**config.mk**
```make
export PLATFORM = sky130hd
export DESIGN_NAME = compare_result_tracker
export DESIGN_NICKNAME = d
export VERILOG_FILES = /design/src/rtl/compare_pkg.sv /design/src/rtl/sat_counter.sv /design/src/rtl/compare_result_tracker.sv
export SDC_FILE = /design/constraint.sdc
export NUM_CORES = 1
export LEC_CHECK = 0
export CORE_ASPECT_RATIO = 1.2
export CORE_MARGIN = 2
export CORE_UTILIZATION = 25
export CTS_CLUSTER_DIAMETER = 30
export DETAILED_ROUTE_END_ITERATION = 10
export GPL_TIMING_DRIVEN = 0
export PLACE_DENSITY = 0.42
export SKIP_LAST_GASP = 1
export SLEW_MARGIN = 20
export SYNTH_ARGS = -nofsm -noshare
export SYNTH_HDL_FRONTEND = slang
export SYNTH_SLANG_ARGS = --single-unit
export TNS_END_PERCENT = 20
```
**constraint.sdc**
```tcl
create_clock -name clk -period 3.15 [get_ports clk]
set_clock_uncertainty 0.05 [all_clocks]
set_input_delay 0.63 -clock clk [delete_from_list [all_inputs] [get_ports clk]]
set_output_delay 0.63 -clock clk [all_outputs]
set_load 0.01 [all_outputs]
```
**src/rtl/compare_pkg.sv**
```systemverilog
// Result encoding and flag decoding shared by the comparator
// result tracker and anything that reads its status.
package compare_pkg;

  typedef enum logic [1:0] {
    RES_UNKNOWN = 2'b00,
    RES_LESS    = 2'b01,
    RES_EQUAL   = 2'b10,
    RES_GREATER = 2'b11
  } res_t;

  typedef struct packed {
    logic legal;
    res_t code;
  } flag_map_t;

  function automatic flag_map_t map_flags(
    input logic eq,
    input logic lt,
    input logic gt
  );
    flag_map_t m;
    m.legal = 1'b1;
    m.code  = RES_UNKNOWN;
    case ({eq, lt, gt})
      3'b100:  m.code = RES_EQUAL;
      3'b010:  m.code = RES_LESS;
      3'b001:  m.code = RES_GREATER;
      default: m.legal = 1'b0;
    endcase
    return m;
  endfunction

endpackage

```
**src/rtl/sat_counter.sv**
```systemverilog
// Saturating up-counter with synchronous clear.
// Clear takes priority over increment.
module sat_counter #(
  parameter int W = 8
) (
  input  logic         clk,
  input  logic         rst,
  input  logic         clr,
  input  logic         inc,
  output logic [W-1:0] q
);

  always_ff @(posedge clk) begin
    if (rst || clr) begin
      q <= '0;
    end else if (inc && (q != {W{1'b1}})) begin
      q <= q + 1'b1;
    end
  end

endmodule

```
**src/rtl/compare_result_tracker.sv**
```systemverilog
// Debounces comparator flags into a committed result and
// counts commits per outcome.
module compare_result_tracker
  import compare_pkg::*;
#(
  parameter int STABLE_CYCLES = 3,
  parameter int CNT_W         = 8
) (
  input  logic             clk,
  input  logic             rst,
  input  logic             in_valid,
  input  logic             eq_in,
  input  logic             lt_in,
  input  logic             gt_in,
  input  logic             clr_cnt,
  output logic [1:0]       state_out,
  output logic             change_pulse,
  output logic             err_pulse,
  output logic [CNT_W-1:0] cnt_less,
  output logic [CNT_W-1:0] cnt_equal,
  output logic [CNT_W-1:0] cnt_greater
);

  localparam logic [3:0] STABLE = 4'(STABLE_CYCLES);

  res_t       state, state_nxt;
  res_t       cand, cand_nxt;
  logic [3:0] run, run_nxt;
  logic       change_nxt;
  logic       err_nxt;
  logic       commit;
  flag_map_t  smp;

  assign smp = map_flags(eq_in, lt_in, gt_in);

  always_comb begin
    state_nxt  = state;
    cand_nxt   = cand;
    run_nxt    = run;
    change_nxt = 1'b0;
    err_nxt    = 1'b0;
    commit     = 1'b0;
    if (in_valid) begin
      if (smp.legal) begin
        if (smp.code == cand) begin
          run_nxt = (run >= STABLE) ? STABLE : run + 4'd1;
        end else begin
          cand_nxt = smp.code;
          run_nxt  = 4'd1;
        end
        // cand is never UNKNOWN here, so a commit cannot reach UNKNOWN
        if (run_nxt == STABLE && cand_nxt != state) begin
          commit     = 1'b1;
          state_nxt  = cand_nxt;
          change_nxt = 1'b1;
        end
      end else begin
        err_nxt  = 1'b1;
        cand_nxt = RES_UNKNOWN;
        run_nxt  = 4'd0;
      end
    end
  end

  always_ff @(posedge clk) begin
    if (rst) begin
      state        <= RES_UNKNOWN;
      cand         <= RES_UNKNOWN;
      run          <= 4'd0;
      change_pulse <= 1'b0;
      err_pulse    <= 1'b0;
    end else begin
      state        <= state_nxt;
      cand         <= cand_nxt;
      run          <= run_nxt;
      change_pulse <= change_nxt;
      err_pulse    <= err_nxt;
    end
  end

  assign state_out = state;

  sat_counter #(.W(CNT_W)) u_cnt_less (
    .clk (clk),
    .rst (rst),
    .clr (clr_cnt),
    .inc (commit && state_nxt == RES_LESS),
    .q   (cnt_less)
  );

  sat_counter #(.W(CNT_W)) u_cnt_equal (
    .clk (clk),
    .rst (rst),
    .clr (clr_cnt),
    .inc (commit && state_nxt == RES_EQUAL),
    .q   (cnt_equal)
  );

  sat_counter #(.W(CNT_W)) u_cnt_greater (
    .clk (clk),
    .rst (rst),
    .clr (clr_cnt),
    .inc (commit && state_nxt == RES_GREATER),
    .q   (cnt_greater)
  );

endmodule

```
* Word level (Yosys, flattened, before mapping) *
Index checks and enable logic that the tools add are counted.

word-level totals
  register bits after elaboration = 34
  output and inout port bits = 28
  input bits = 7
  word-level logic and storage cells = 54

operators by class
  multiplexer cells = 18
  bitwise operators = 1
  add/sub/neg operators = 4
  equality and inequality tests = 12
  reductions and logical operators = 10
  $lt $le $gt $ge = 1

operators by type and width
  operator                                                                              number
  8-bit by 1-bit adder with 8-bit output (second input constant)                        3
  8-bit inequality test (second input constant)                                         3
  4-bit two-way mux                                                                     5
  2-bit two-way mux                                                                     7
  1-bit logical AND                                                                     7
  2-bit one-hot mux with 3 select lines                                                 1
  1-bit two-way mux                                                                     5
  4-bit by 1-bit adder with 4-bit output (second input constant)                        1
  2-bit == test (second input constant)                                                 2
  4-bit by 2-bit == test with 1-bit output (second input constant)                      1
  4-bit by 2-bit greater-or-equal comparator with 1-bit output (second input constant)  1
  3-bit by 1-bit == test with 1-bit output (second input constant)                      1
  3-bit by 2-bit == test with 1-bit output (second input constant)                      1
  3-bit == test (second input constant)                                                 1
  3-bit OR reduction                                                                    1
  2-bit by 1-bit == test with 1-bit output (second input constant)                      1
  2-bit == test                                                                         1
  2-bit inequality test                                                                 1
  2-bit OR reduction                                                                    1
  1-bit logical OR                                                                      1
  1-bit NOT                                                                             1

* Depth between registers and ports, before layout *
  depth in word-level cells = 14
  mapped depth = 8
  mapped depth without buffers = 6

* Modules after synthesis *
A second synthesis with hierarchy kept.

second synthesis, totals
  cells, all modules = 213
  area, all modules = 1913.1 µm²

by module, submodules not included
  module                  times used  cells an instance  area an instance (µm²)
  sat_counter             3           48                 421.7
  compare_result_tracker  1           69                 648.1

* Worst setup path before layout *
OpenSTA, ideal clock, no wires.

  path type = input to register
  start = input eq_in
  end = register u_cnt_greater.q[2]
  library setup time = 0.134 ns
  path buffers = 3
  setup slack = 0.658 ns
  data required time = 2.966 ns
  stages = 8
  data arrival time = 2.307 ns
  cells stage by stage = buf_6 -> or4_4 -> a31oi_2 -> o2111ai_2 -> buf_6 -> buf_2 -> o311ai_0 -> o31ai_1

on the way
  longest elaborated chain between the ends = 14
  elaborated cells on any way between the ends = 25

RTL lines
  element                                                                            RTL line                       RTL
  start: declaration                                                                 compare_result_tracker.sv:12   input logic eq_in,
  3-bit by 1-bit == test with 1-bit output, or another cell as far along             compare_pkg.sv:25              case ({eq, lt, gt})
  2-bit one-hot mux with 3 select lines                                              compare_pkg.sv:25
  2-bit == test                                                                      compare_result_tracker.sv:45   if (smp.code == cand) begin
  4-bit two-way mux or 2-bit two-way mux (tied branches)                             compare_result_tracker.sv:45
  4-bit two-way mux or 2-bit two-way mux (tied branches)                             compare_result_tracker.sv:44   if (smp.legal) begin
  4-bit two-way mux or 2-bit two-way mux (tied branches)                             compare_result_tracker.sv:43   if (in_valid) begin
  4-bit by 2-bit == test with 1-bit output or 2-bit inequality test (tied branches)  compare_result_tracker.sv:52   if (run_nxt == STABLE && cand_nxt != state) begin
  1-bit logical AND                                                                  compare_result_tracker.sv:52
  2-bit two-way mux                                                                  compare_result_tracker.sv:52
  2-bit two-way mux                                                                  compare_result_tracker.sv:44
  2-bit two-way mux                                                                  compare_result_tracker.sv:43
  2-bit == test                                                                      compare_result_tracker.sv:103  .inc (commit && state_nxt == RES_GREATER),
  1-bit logical AND *                                                                compare_result_tracker.sv:103
  1-bit logical AND *                                                                sat_counter.sv:16              end else if (inc && (q != {W{1'b1}})) begin
  end signal: assignment                                                             sat_counter.sv:17              q <= q + 1'b1;
  end: declaration                                                                   sat_counter.sv:10              output logic [W-1:0] q

Mark *: on every way between the ends. The rest lies on a longest branch, timed or not. The select of a mux whose other input is x is not followed.
A chain may end at the register's enable or synchronous reset.

* Worst setup path in the final report *
  start = input lt_in
  end = register u_cnt_greater.q[2]

on the way
  longest elaborated chain between the ends = 14
  elaborated cells on any way between the ends = 25

RTL lines
  element                                                                            RTL line                       RTL
  start: declaration                                                                 compare_result_tracker.sv:13   input logic lt_in,
  3-bit by 1-bit == test with 1-bit output, or another cell as far along             compare_pkg.sv:25
  2-bit one-hot mux with 3 select lines                                              compare_pkg.sv:25
  2-bit == test                                                                      compare_result_tracker.sv:45
  4-bit two-way mux or 2-bit two-way mux (tied branches)                             compare_result_tracker.sv:45
  4-bit two-way mux or 2-bit two-way mux (tied branches)                             compare_result_tracker.sv:44
  4-bit two-way mux or 2-bit two-way mux (tied branches)                             compare_result_tracker.sv:43
  4-bit by 2-bit == test with 1-bit output or 2-bit inequality test (tied branches)  compare_result_tracker.sv:52
  1-bit logical AND                                                                  compare_result_tracker.sv:52
  2-bit two-way mux                                                                  compare_result_tracker.sv:52
  2-bit two-way mux                                                                  compare_result_tracker.sv:44
  2-bit two-way mux                                                                  compare_result_tracker.sv:43
  2-bit == test                                                                      compare_result_tracker.sv:103
  1-bit logical AND *                                                                compare_result_tracker.sv:103
  1-bit logical AND *                                                                sat_counter.sv:16

Marks and branches as above.

==> results.md <==
- Int Pwr: 0.0007059 W
- Non-filler instance count after layout: 370
- Die Wd: 87.16 um
- Worst setup margin: 131.1 ps
- Filler cell count in the final layout: 861
- DR iter-0 viols: 47
- Via count: 1986
- Power Dens Cells: 358.4 nW/um^2
- RSZ-0062 raised after global routing: true
- Initial cell density of the core: 25.59%
- Post-Route WL: 6224 um
- Critical path required time: 3270 ps
- CTS Buf Count: 5
- WL per Instance: 16.82 um
- Syn nets: 245
- Rows: 36
- CTS Buffer Depth: 2
- Vias in the first global route: 1896
- CP max FO: 10
- Core Area: 8108 sq um
- Synth Instances: 234
- Share of cells above drive strength 1: 12.36%
- H-tree levels: 2
- Cell area after placement: 2524 sq um
- CP Launch Type: input port
- Mapped Area: 2074 sq um
- Most common library cell in the layout ignoring fill and taps: dfxtp_1
- Fin crit share: 95.84%
- Die Y: 103.8 um
- Buffers on Ports: 33
- DR DRC count: 0
- Dpl ws: -216.9 ps
- Most common flop cell mapped by yosys: dfxtp_1
- Max_cap viols: 0
- Final min period: 3019 ps
- Final HPWL DP: 4533 um
- Clock root buffer: clkbuf_8
- Worst min path class: reg2reg
- Status: finished clean
- Final design area excluding fillers: 2631 sq um
- GR Overflow Total: 0
- Final net count: 285
- Setup violators final: 0
- Hold Violations, Final: 0
- CP endpoint kind: flop
- Critical setup path kind: in2reg
- TritonRoute pass-1 iters: 4
- Vias per std cell: 5.368
- Number of flops mapped to enable cells by yosys: 0
- Setup tns final: 0 ps
- CTS hold repair buffers: 0
- Antenna-violating nets left: 0
- Mean Syn Cell Area: 8.865 sq um
- Switching power share of the total: 25.16%
- Synth async-reset ratio: 0%
- Synth warn: 0
- Worst-skew pair later-pin latency: 290 ps
- Reg clk slew, reported paths: 80 ps
- Peak supply drop: 0.0001875 V
- Most frequent cells in the layout: dfxtp_1 (34), clkdlybuf4s50_1 (33), nand2_1 (26)
- #FFs+latches synth: 34
- NetSw: 0.0002373 W
- Distinct cell type count after synthesis: 53
- Layout Utilization: 32.45%
- GRT Overall Usage: 14.10%
- Seq pwr share: 46.2%
- Clock sink total: 34
- Leak: 0.7934 nW
- Seq/Total Area, Yosys: 32.81%
- Critical Path AT: 3140 ps
- Inst Count DP: 362
- CTS tree: done
- Gate power share: 11.0%
- Max-slew headroom: 59.31%
- Largest net degree at the start of global routing: 11
- Slew @ Worst Pin: 610.3 ps
- Max Clk Rate: 0.3312 GHz
- Synth-to-Final Area Change: 26.84%
- ANT cells: 0
- First-pass GRT wire length: 10050 um
- Final Max Slew Viols: 0
- Number of top-level pins: 35
- Clock power frac: 42.9%
- Initial antenna violation count: 0
- GP Congestion: 0.8070
- Die ar.: 9045 sq um
[power by group through the flow]
stage | logic, W | registers (W) | clock network [W]
detailed placement | 0.000104 | 0.000446 | 0
global placement | 0.000104 | 0.000446 | 0
CTS | 0.000105 | 0.000435 | 0.000418
floorplan | 0.0000675 | 0.000445 | 0
global route | 0.000114 | 0.000436 | 0.000433
finish | 0.000103 | 0.000435 | 0.000404
[layout make-up]
type                       instances  area, sq um  share of cell area [%]
buffer                            19        105.1                   3.994
clock buffer                       7        76.32                   2.901
clock inverter                     1        30.03                   1.141
inverter                           2        7.507                  0.2853
multi-input combinational        179         1282                   48.74
sequential                        34        680.7                   25.87
tap                               95        118.9                   4.517
timing repair buffer              33        330.3                   12.55
[per-layer routing]
| layer | global-route usage, % | share of wire (%) | up-vias |
|---|---|---|---|
| met5 | 0 | 0 | - |
| met1 | 18.41 | 47 | 947 |
| li1 | - | - | 992 |
| met3 | 3.028 | 2.7 | 6 |
| met2 | 23.83 | 49 | 41 |
| met4 | 2.637 | 0.84 | 0 |
[sequential cells by signal (all words and copies together), names as in the netlist]
signal	count
u_cnt_equal.q	8
u_cnt_greater.q	8
u_cnt_less.q	8
run	4
cand	2
state_out	2
change_pulse	1
err_pulse	1
[synthesized netlist by cell type, types with 2 or more instances]
| cell type | count | area share, % |
|---|---|---|
| dfxtp_1 | 34 | 33 |
| buf_6 | 3 | 1.6 |
| clkbuf_1 | 9 | 1.6 |
| nand4b_1 | 3 | 1.3 |
| buf_2 | 5 | 1.2 |
| nand2b_1 | 3 | 0.90 |
| and4_1 | 3 | 1.3 |
| a21boi_0 | 3 | 1.1 |
| or4bb_1 | 2 | 1.1 |
| and3_1 | 2 | 0.60 |
| nor4_2 | 5 | 3.0 |
| inv_1 | 2 | 0.36 |
| and2_1 | 2 | 0.60 |
| nand3_1 | 11 | 2.7 |
| nor2_1 | 7 | 1.3 |
| or3b_2 | 3 | 1.3 |
| a41oi_1 | 2 | 0.84 |
| o31ai_1 | 9 | 3.3 |
| nor3_1 | 6 | 1.4 |
| nor3b_1 | 4 | 1.4 |
| mux2i_1 | 15 | 7.2 |
| xnor2_1 | 2 | 0.84 |
| o311ai_0 | 4 | 1.7 |
| a21oi_1 | 5 | 1.2 |
| a21boi_1 | 2 | 0.72 |
| nand4_1 | 9 | 2.7 |
| or3_1 | 15 | 4.5 |
| nand2_1 | 26 | 4.7 |
| ha_1 | 4 | 2.4 |
| nor4_1 | 4 | 1.2 |
| or4_1 | 6 | 2.2 |
| o21ai_0 | 3 | 0.72 |
[worst paths after layout]
| kind | to | start | slack, ps | depth (start not counted) |
|---|---|---|---|---|
| max | u_cnt_greater.q[2] | lt_in | 130 | 8 |
| min | run[2] | run[2] | 430 | 1 |
| max reg2reg | u_cnt_equal.q[1] | run[0] | 620 | 7 |
| min reg2reg | run[2] | run[2] | 430 | 1 |
[through the flow]
stage                     hold WS [ps]  total power (W)
after floorplan                  403.5        0.0005128
after global placement           416.7        0.0005499
after detailed placement         420.1        0.0005497
after CTS                        431.5        0.0009580
after global routing             436.2        0.0009825
final                            426.8        0.0009432
[cells by family (layout without fill, tap and decap cells)]
kind of cell / Yosys count / in the layout / share of synthesized area [%]
buffers and inverters: 21 / 62 / 5.368
and+or+nand+nor: 117 / 117 / 34.80
xor gates and xnor gates: 2 / 2 / 0.8445
AOI/OAI and AO/OA: 41 / 41 / 16.53
DFF: 34 / 34 / 32.81
adders and majority gates: 4 / 4 / 2.413
muxes: 15 / 15 / 7.237
[repair_timing]
| action | in CTS | in global routing |
|---|---|---|
| resized for setup | 0 | 2 |
| setup endpoints to repair | 0 | 4 |
| setup buffers | 0 | 0 |
| endpoints found under the hold margin | 0 | 0 |
[worst max-delay path, cell delays in order]
cell and delay, ps:
clkdlybuf4s50_1 520, or3b_1 470, a221oi_2 390, o2111ai_2 250, buf_6 220, buf_2 190
o311ai_0 340, o31ai_1 120
Power figures use the tool's default switching activity.
==> variant 1: new RTL, config.mk and constraints unchanged <==
Change the parameter `CNT_W` from 8 to 6.
--- a/src/rtl/compare_result_tracker.sv
+++ b/src/rtl/compare_result_tracker.sv
@@ -5,5 +5,5 @@
 #(
   parameter int STABLE_CYCLES = 3,
-  parameter int CNT_W         = 8
+  parameter int CNT_W         = 6
 ) (
   input  logic             clk,
Ports: changed (resized cnt_equal, cnt_greater and cnt_less); port bits go from 35 to 29. The function was not compared with the original's and may differ.
==> variant 1 against the original RTL <==
Register-to-register slack gained 40 ps; sequential cell count shrank 6; power is 33% lower; wire length down 33%; combinational power shrank 21%; area after synthesis fell by 22%; critical path depth unchanged; setup slack gained 40 ps; cell area down 23%; clock power shrank 52%; highest routed layer unchanged.
==> variant 1: results (changes against the original RTL) <==
Status
  • Status: finished, final reports clean

Critical path
  • Slowest CP cell: clkdlybuf4s50_1
  • Crit path arrival time: 3130 ps (about the same)
  • Critical Path Max Stage Delay: 490 ps (-30 ps)
  • Crit-path leading delay family: simple AND/OR/NAND/NOR gates
  • Worst Path Max Fanout: 10 (unchanged)

Yosys
  • Netlist cell types: 48 (-9.4%)
  • Syn nets: 202 (-18%)
  • Sequential-to-total area share from yosys stat: 34.8% (+2.0 points)
  • Post-synthesis async set-or-reset flop share: 0% (unchanged)
  • Post-synth top cells: dfxtp_1, a21oi_1, nand2_1, mux2i_1, or4_1
  • Synth area leaders: dfxtp_1, mux2i_1, a21oi_1
  • Synth warn: 0 (unchanged)

Global routing
  • Largest net degree at the start of global routing: 15 (+4)
  • Initial antenna violation count: 0 (unchanged)
  • Vias in the first global route: 1,449 (-24%)
  • Global-route wire length before repair: 7130 µm (-29%)
  • Global-route usage over all layers: 12.3% (-1.8 points)

Worst hold path
  • Worst hold path type: flip-flop to flip-flop

Clock network
  • Root buffer cell: clkbuf_8
  • Post-CTS Setup Inserts: 0 (unchanged)
  • Clk buf depth: 2 (unchanged)
  • H-tree levels: 1 (-1)
  • Cts bufs inserted: 3 (-2)
  • Clk slew on worst S/H paths: 90 ps
  • Clk Latency, worst-skew pair: 270 ps (-20 ps)
  • Resized Gates After CTS: 1 (+1)

Cells and area
  • Ratio of cells with drive above 1 in the final layout: 8.18% (-4.2 points)
  • Fin nets: 233 (-18%)
  • Largest regs: u_cnt_equal.q x6, u_cnt_greater.q x6, u_cnt_less.q x6
  • Antenna diode count: 0 (unchanged)

Placement
  • DPL Wire Length: 3080 µm (-32%)
  • Post-place setup slack: -504 ps (-287 ps)
  • Port bufs: 26 (-21%)
  • Routability congestion estimate: 0.723 (-10%)

Power
  • Leak: 0.653 nW (-18%)
  • Maximum vdd drop: 0.000136 V (-28%)

Routing
  • Routed WL per cell: 13.6 µm (-19%)
  • Initial DRC count: 35 (-26%)
  • Via count: 1,512 (-24%)
  • DRT Pass-1 Iters: 4 (unchanged)

STA
  • Slew @ Worst Pin: 530 ps (-80.7 ps)

Flow run
  • Max_cap viols: 0 (unchanged)
==> variant 1: cell types whose count changed in the layout (fill, tap and decap cells not counted), sizes merged, moves of 6 or more <==
cell / unedited run / this run
nand2: 26 / 14
a21oi: 5 / 16
nand4: 9 / 0
clkdlybuf4s50: 33 / 26
or3: 15 / 8
buf: 10 / 4
dfxtp: 34 / 28
==> variant 1: logic make-up (layout without fill, tap and decap cells) <==
group                    after synthesis  in the layout  share of synthesized area [%]
AND/OR/NAND/NOR                       83             83                           30.3
AO/OA/AOI/OAI                         47             47                           19.8
flip-flops                            28             28                           34.8
buffers and inverters                 17             46                           4.58
multiplexers                          10             10                           6.22
adder cells (fa/ha/maj)                5              5                           3.73
XOR/XNOR                               1              1                          0.544
==> variant 1: worst paths after layout <==
| path | startpoint | to | slack (ps) | cells after the start |
|---|---|---|---|---|
| setup reg to reg | cand[0] | u_cnt_equal.q[3] | 660 | 7 |
| hold reg to reg | run[3] | run[3] | 420 | 1 |
| setup / recovery | gt_in | u_cnt_equal.q[3] | 170 | 8 |
| hold / removal | run[3] | run[3] | 420 | 1 |
==> variant 1: final cells by class <==
cell class | instances | area, µm²
Sequential cell | 28 | 561
Tap cell | 85 | 106
Buffer | 13 | 62.6
Fill cell | 723 | 4300
Multi-Input combinational cell | 146 | 982
Clock buffer | 3 | 41.3
Timing Repair Buffer | 26 | 260
Inverter | 4 | 15.0
==> variant 1: metal layers <==
metal | global-route usage, % | wire length [µm] | up-vias | part of all wire (%)
met4 | 4.02 | 65 | 0 | 1.6
met1 | 16.5 | 2050 | 697 | 49
li1 | - | - | 789 | -
met5 | 0 | 0 | - | 0
met2 | 20.3 | 1930 | 21 | 46
met3 | 1.67 | 105 | 5 | 2.5
==> variant 1: power by group <==
| part | leakage, nW | switching [W] | internal, W |
|---|---|---|---|
| clock | 0.0216 | 0.000109 | 0.0000859 |
| sequential | 0.226 | 0.00000305 | 0.000357 |
| combinational | 0.406 | 0.0000506 | 0.0000303 |
==> variant 1: metrics by stage <==
step / hold WS (ps) / instances / setup TNS (ps) / cell area [µm²] / power (W)
floorplan: 402 / 191 / 0 / 1610 / 0.000420
global placement: 412 / 302 / -7740 / 1980 / 0.000449
finish: 424 / 305 / 0 / 2030 / 0.000636
CTS: 427 / 305 / 0 / 2020 / 0.000652
global route: 446 / 305 / 0 / 2030 / 0.000672
detailed placement: 414 / 302 / -6720 / 1980 / 0.000449
==> variant 1: worst register-to-register path: stages, from the launching register on <==
cell and delay, ps:
dfxtp_1 440, inv_2 60, or4_1 490, buf_2 180, a2111o_1 440, buf_6 150, or4_1 460, a21oi_1 150
==> variant 2: new RTL, same settings <==
Without the edit above. Register the inputs `in_valid`, `eq_in`, `lt_in`, `gt_in` and `clr_cnt` before use. The logic sees them one clock later.
--- a/src/rtl/compare_result_tracker.sv
+++ b/src/rtl/compare_result_tracker.sv
@@ -24,4 +24,18 @@
   localparam logic [3:0] STABLE = 4'(STABLE_CYCLES);
 
+  logic in_valid_q;
+  logic eq_q;
+  logic lt_q;
+  logic gt_q;
+  logic clr_cnt_q;
+
+  always_ff @(posedge clk) begin
+    in_valid_q <= in_valid;
+    eq_q       <= eq_in;
+    lt_q       <= lt_in;
+    gt_q       <= gt_in;
+    clr_cnt_q  <= clr_cnt;
+  end
+
   res_t       state, state_nxt;
   res_t       cand, cand_nxt;
@@ -32,5 +46,5 @@
   flag_map_t  smp;
 
-  assign smp = map_flags(eq_in, lt_in, gt_in);
+  assign smp = map_flags(eq_q, lt_q, gt_q);
 
   always_comb begin
@@ -41,5 +55,5 @@
     err_nxt    = 1'b0;
     commit     = 1'b0;
-    if (in_valid) begin
+    if (in_valid_q) begin
       if (smp.legal) begin
         if (smp.code == cand) begin
@@ -84,5 +98,5 @@
     .clk (clk),
     .rst (rst),
-    .clr (clr_cnt),
+    .clr (clr_cnt_q),
     .inc (commit && state_nxt == RES_LESS),
     .q   (cnt_less)
@@ -92,5 +106,5 @@
     .clk (clk),
     .rst (rst),
-    .clr (clr_cnt),
+    .clr (clr_cnt_q),
     .inc (commit && state_nxt == RES_EQUAL),
     .q   (cnt_equal)
@@ -100,5 +114,5 @@
     .clk (clk),
     .rst (rst),
-    .clr (clr_cnt),
+    .clr (clr_cnt_q),
     .inc (commit && state_nxt == RES_GREATER),
     .q   (cnt_greater)
Formal check against the unedited RTL: not equivalent (a bounded check fails within 4 cycles, from zero or initial values and one cycle with rst high).
==> variant 2 against the original RTL <==
Worst hold slack lost 0.69 ps; fmax grew 18%; area after synthesis grew 4.8%; wire length grew 3.9%; setup slack gained 470 ps; sequential cell count grew 5; power shrank 0.41%; count of clock-buffer cells in the layout shrank 1; critical endpoint is now u_cnt_less.q[1]; cell area grew 3.9%.
==> variant 2: results (changes against the original RTL) <==
Yosys
  • Netlist cell types: 53 (unchanged)
  • Syn nets: 250 (+2.0%)
  • Synth area leaders: dfxtp_1, mux2i_1, nand2_1
  • Ys flop type: dfxtp_1
  • Synth warn: 0 (unchanged)
  • Post-synth top cells: dfxtp_1, nand2_1, mux2i_1, or3_1, nand3_1
  • Post-synthesis async set-or-reset flop share: 0% (unchanged)
  • Sequential-to-total area share from yosys stat: 35.9% (+3.1 points)

Cells and area
  • Ratio of cells with drive above 1 in the final layout: 11.5% (-0.89 points)
  • Fin nets: 291 (+2.1%)
  • Antenna diode count: 0 (unchanged)
  • Largest regs: u_cnt_equal.q x8, u_cnt_greater.q x8, u_cnt_less.q x8
  • # fillers: 939 (+9.1%)

Critical path
  • Critical Path Max Stage Delay: 450 ps (-70 ps)
  • End of the critical path: u_cnt_less.q[1]
  • Crit-path leading delay family: compound AO/OA/AOI/OAI gates
  • CP Launch Type: flip-flop
  • RR Startpoint: lt_q
  • Flop2flop setup slack: 600 ps (-20 ps)
  • Slowest CP cell: or3b_1
  • Worst Path Max Fanout: 10 (unchanged)
  • Crit path arrival time: 2670 ps (-470 ps)
  • Worst Reg-to-Reg Cells: 7 (unchanged)

Clock network
  • H-tree levels: 2 (unchanged)
  • Clk Latency, worst-skew pair: 300 ps
  • Clk buf depth: 2 (unchanged)
  • Root buffer cell: clkbuf_8
  • Resized Gates After CTS: 0 (unchanged)
  • Cts bufs inserted: 5 (unchanged)
  • Post-CTS Setup Inserts: 0 (unchanged)
  • Clk slew on worst S/H paths: 80 ps (about the same)

Global routing
  • Global-route usage over all layers: 14.7% (+0.56 points)
  • Vias in the first global route: 2,034 (+7.3%)
  • Global-route wire length before repair: 10,800 µm (+7.3%)
  • Largest net degree at the start of global routing: 11 (unchanged)
  • Initial antenna violation count: 0 (unchanged)

Routing
  • Initial DRC count: 106 (+130%)
  • Vias per inst: 5.17 (-3.7%)
  • Met3 wire len: 222 µm (+33%)
  • DRT Pass-1 Iters: 4 (unchanged)
  • DR top layer: met4
  • Post-Route M1 WL: 3000 µm (+2.3%)
  • Post-route antenna net violation count: 0 (unchanged)
  • Met2 WL: 3180 µm (+3.5%)
  • Routed WL per cell: 16.3 µm (-2.9%)

Worst hold path
  • Worst hold path type: flip-flop to flip-flop

Placement
  • Port bufs: 34 (+3.0%)
  • Routability congestion estimate: 0.746 (-7.6%)
  • DPL Wire Length: 4640 µm (+2.3%)

Power
  • Leak: 0.821 nW (+3.5%)
  • Maximum vdd drop: 0.000150 V (-20%)
  • Switching power: 0.000255 W (+7.4%)

STA
  • Rel. slew slack: 58.8% (-0.53 points)

Status
  • Status: finished, final reports clean
==> variant 2: kinds of logic after synthesis <==
| group | synth area share (%) |
|---|---|
| xor gates and xnor gates | 0.806 |
| DFF | 35.9 |
| muxes | 6.90 |
| AOI/OAI and AO/OA | 15.8 |
| and+or+nand+nor | 33.2 |
| adders and majority gates | 2.30 |
| buffers and inverters | 5.12 |
==> variant 2: stage by stage <==
stage / cell area [µm²] / hold WS, ps / instances / setup slack, ps
6_report: 2730 / 426 / 396 / 601
3_5_place_dp: 2660 / 420 / 390 / 439
5_1_grt: 2730 / 454 / 396 / 393
2_1_floorplan: 2170 / 404 / 239 / 975
4_1_cts: 2730 / 430 / 396 / 571
3_3_place_gp: 2660 / 419 / 390 / 497
==> variant 2: layout make-up <==
class	count	share of cell area, %
Inverter	2	0.275
Clock buffer	6	2.65
Buffer	19	3.80
Multi-Input combinational cell	179	46.9
Tap cell	117	5.35
Timing Repair Buffer	34	12.4
Sequential cell	39	28.6
==> variant 2: worst reg2reg max path, delay by kind of cell, from the launching register on <==
kind,cells,cell delay (ps)
AOI/OAI and AO/OA,4,1140
buffers and inverters,2,430
DFF,1,370
and+or+nand+nor,1,450
==> variant 2: worst min path at each step <==
stage | startpoint | to | slack, ps | depth (start not counted)
2_1_floorplan | run[1] | run[1] | 400 | 2
3_3_place_gp | run[3] | run[3] | 420 | 1
3_5_place_dp | run[3] | run[3] | 420 | 1
4_1_cts | run[3] | run[3] | 430 | 1
5_1_grt | run[2] | run[2] | 450 | 1
6_report | run[3] | run[3] | 430 | 1
==> variant 2: power groups by stage <==
stage	logic [W]	clock network [W]	registers, W
5_1_grt	0.000114	0.000359	0.000507
3_3_place_gp	0.000104	0	0.000517
6_report	0.000103	0.000331	0.000505
4_1_cts	0.000105	0.000339	0.000505
2_1_floorplan	0.0000680	0	0.000516
3_5_place_dp	0.000104	0	0.000517
==> variant 2: metal layers <==
| layer | global-route usage, % | vias up |
|---|---|---|
| li1 | - | 1006 |
| met1 | 19.1 | 999 |
| met2 | 24.9 | 37 |
| met3 | 2.48 | 5 |
| met4 | 3.52 | 0 |
| met5 | 0 | - |
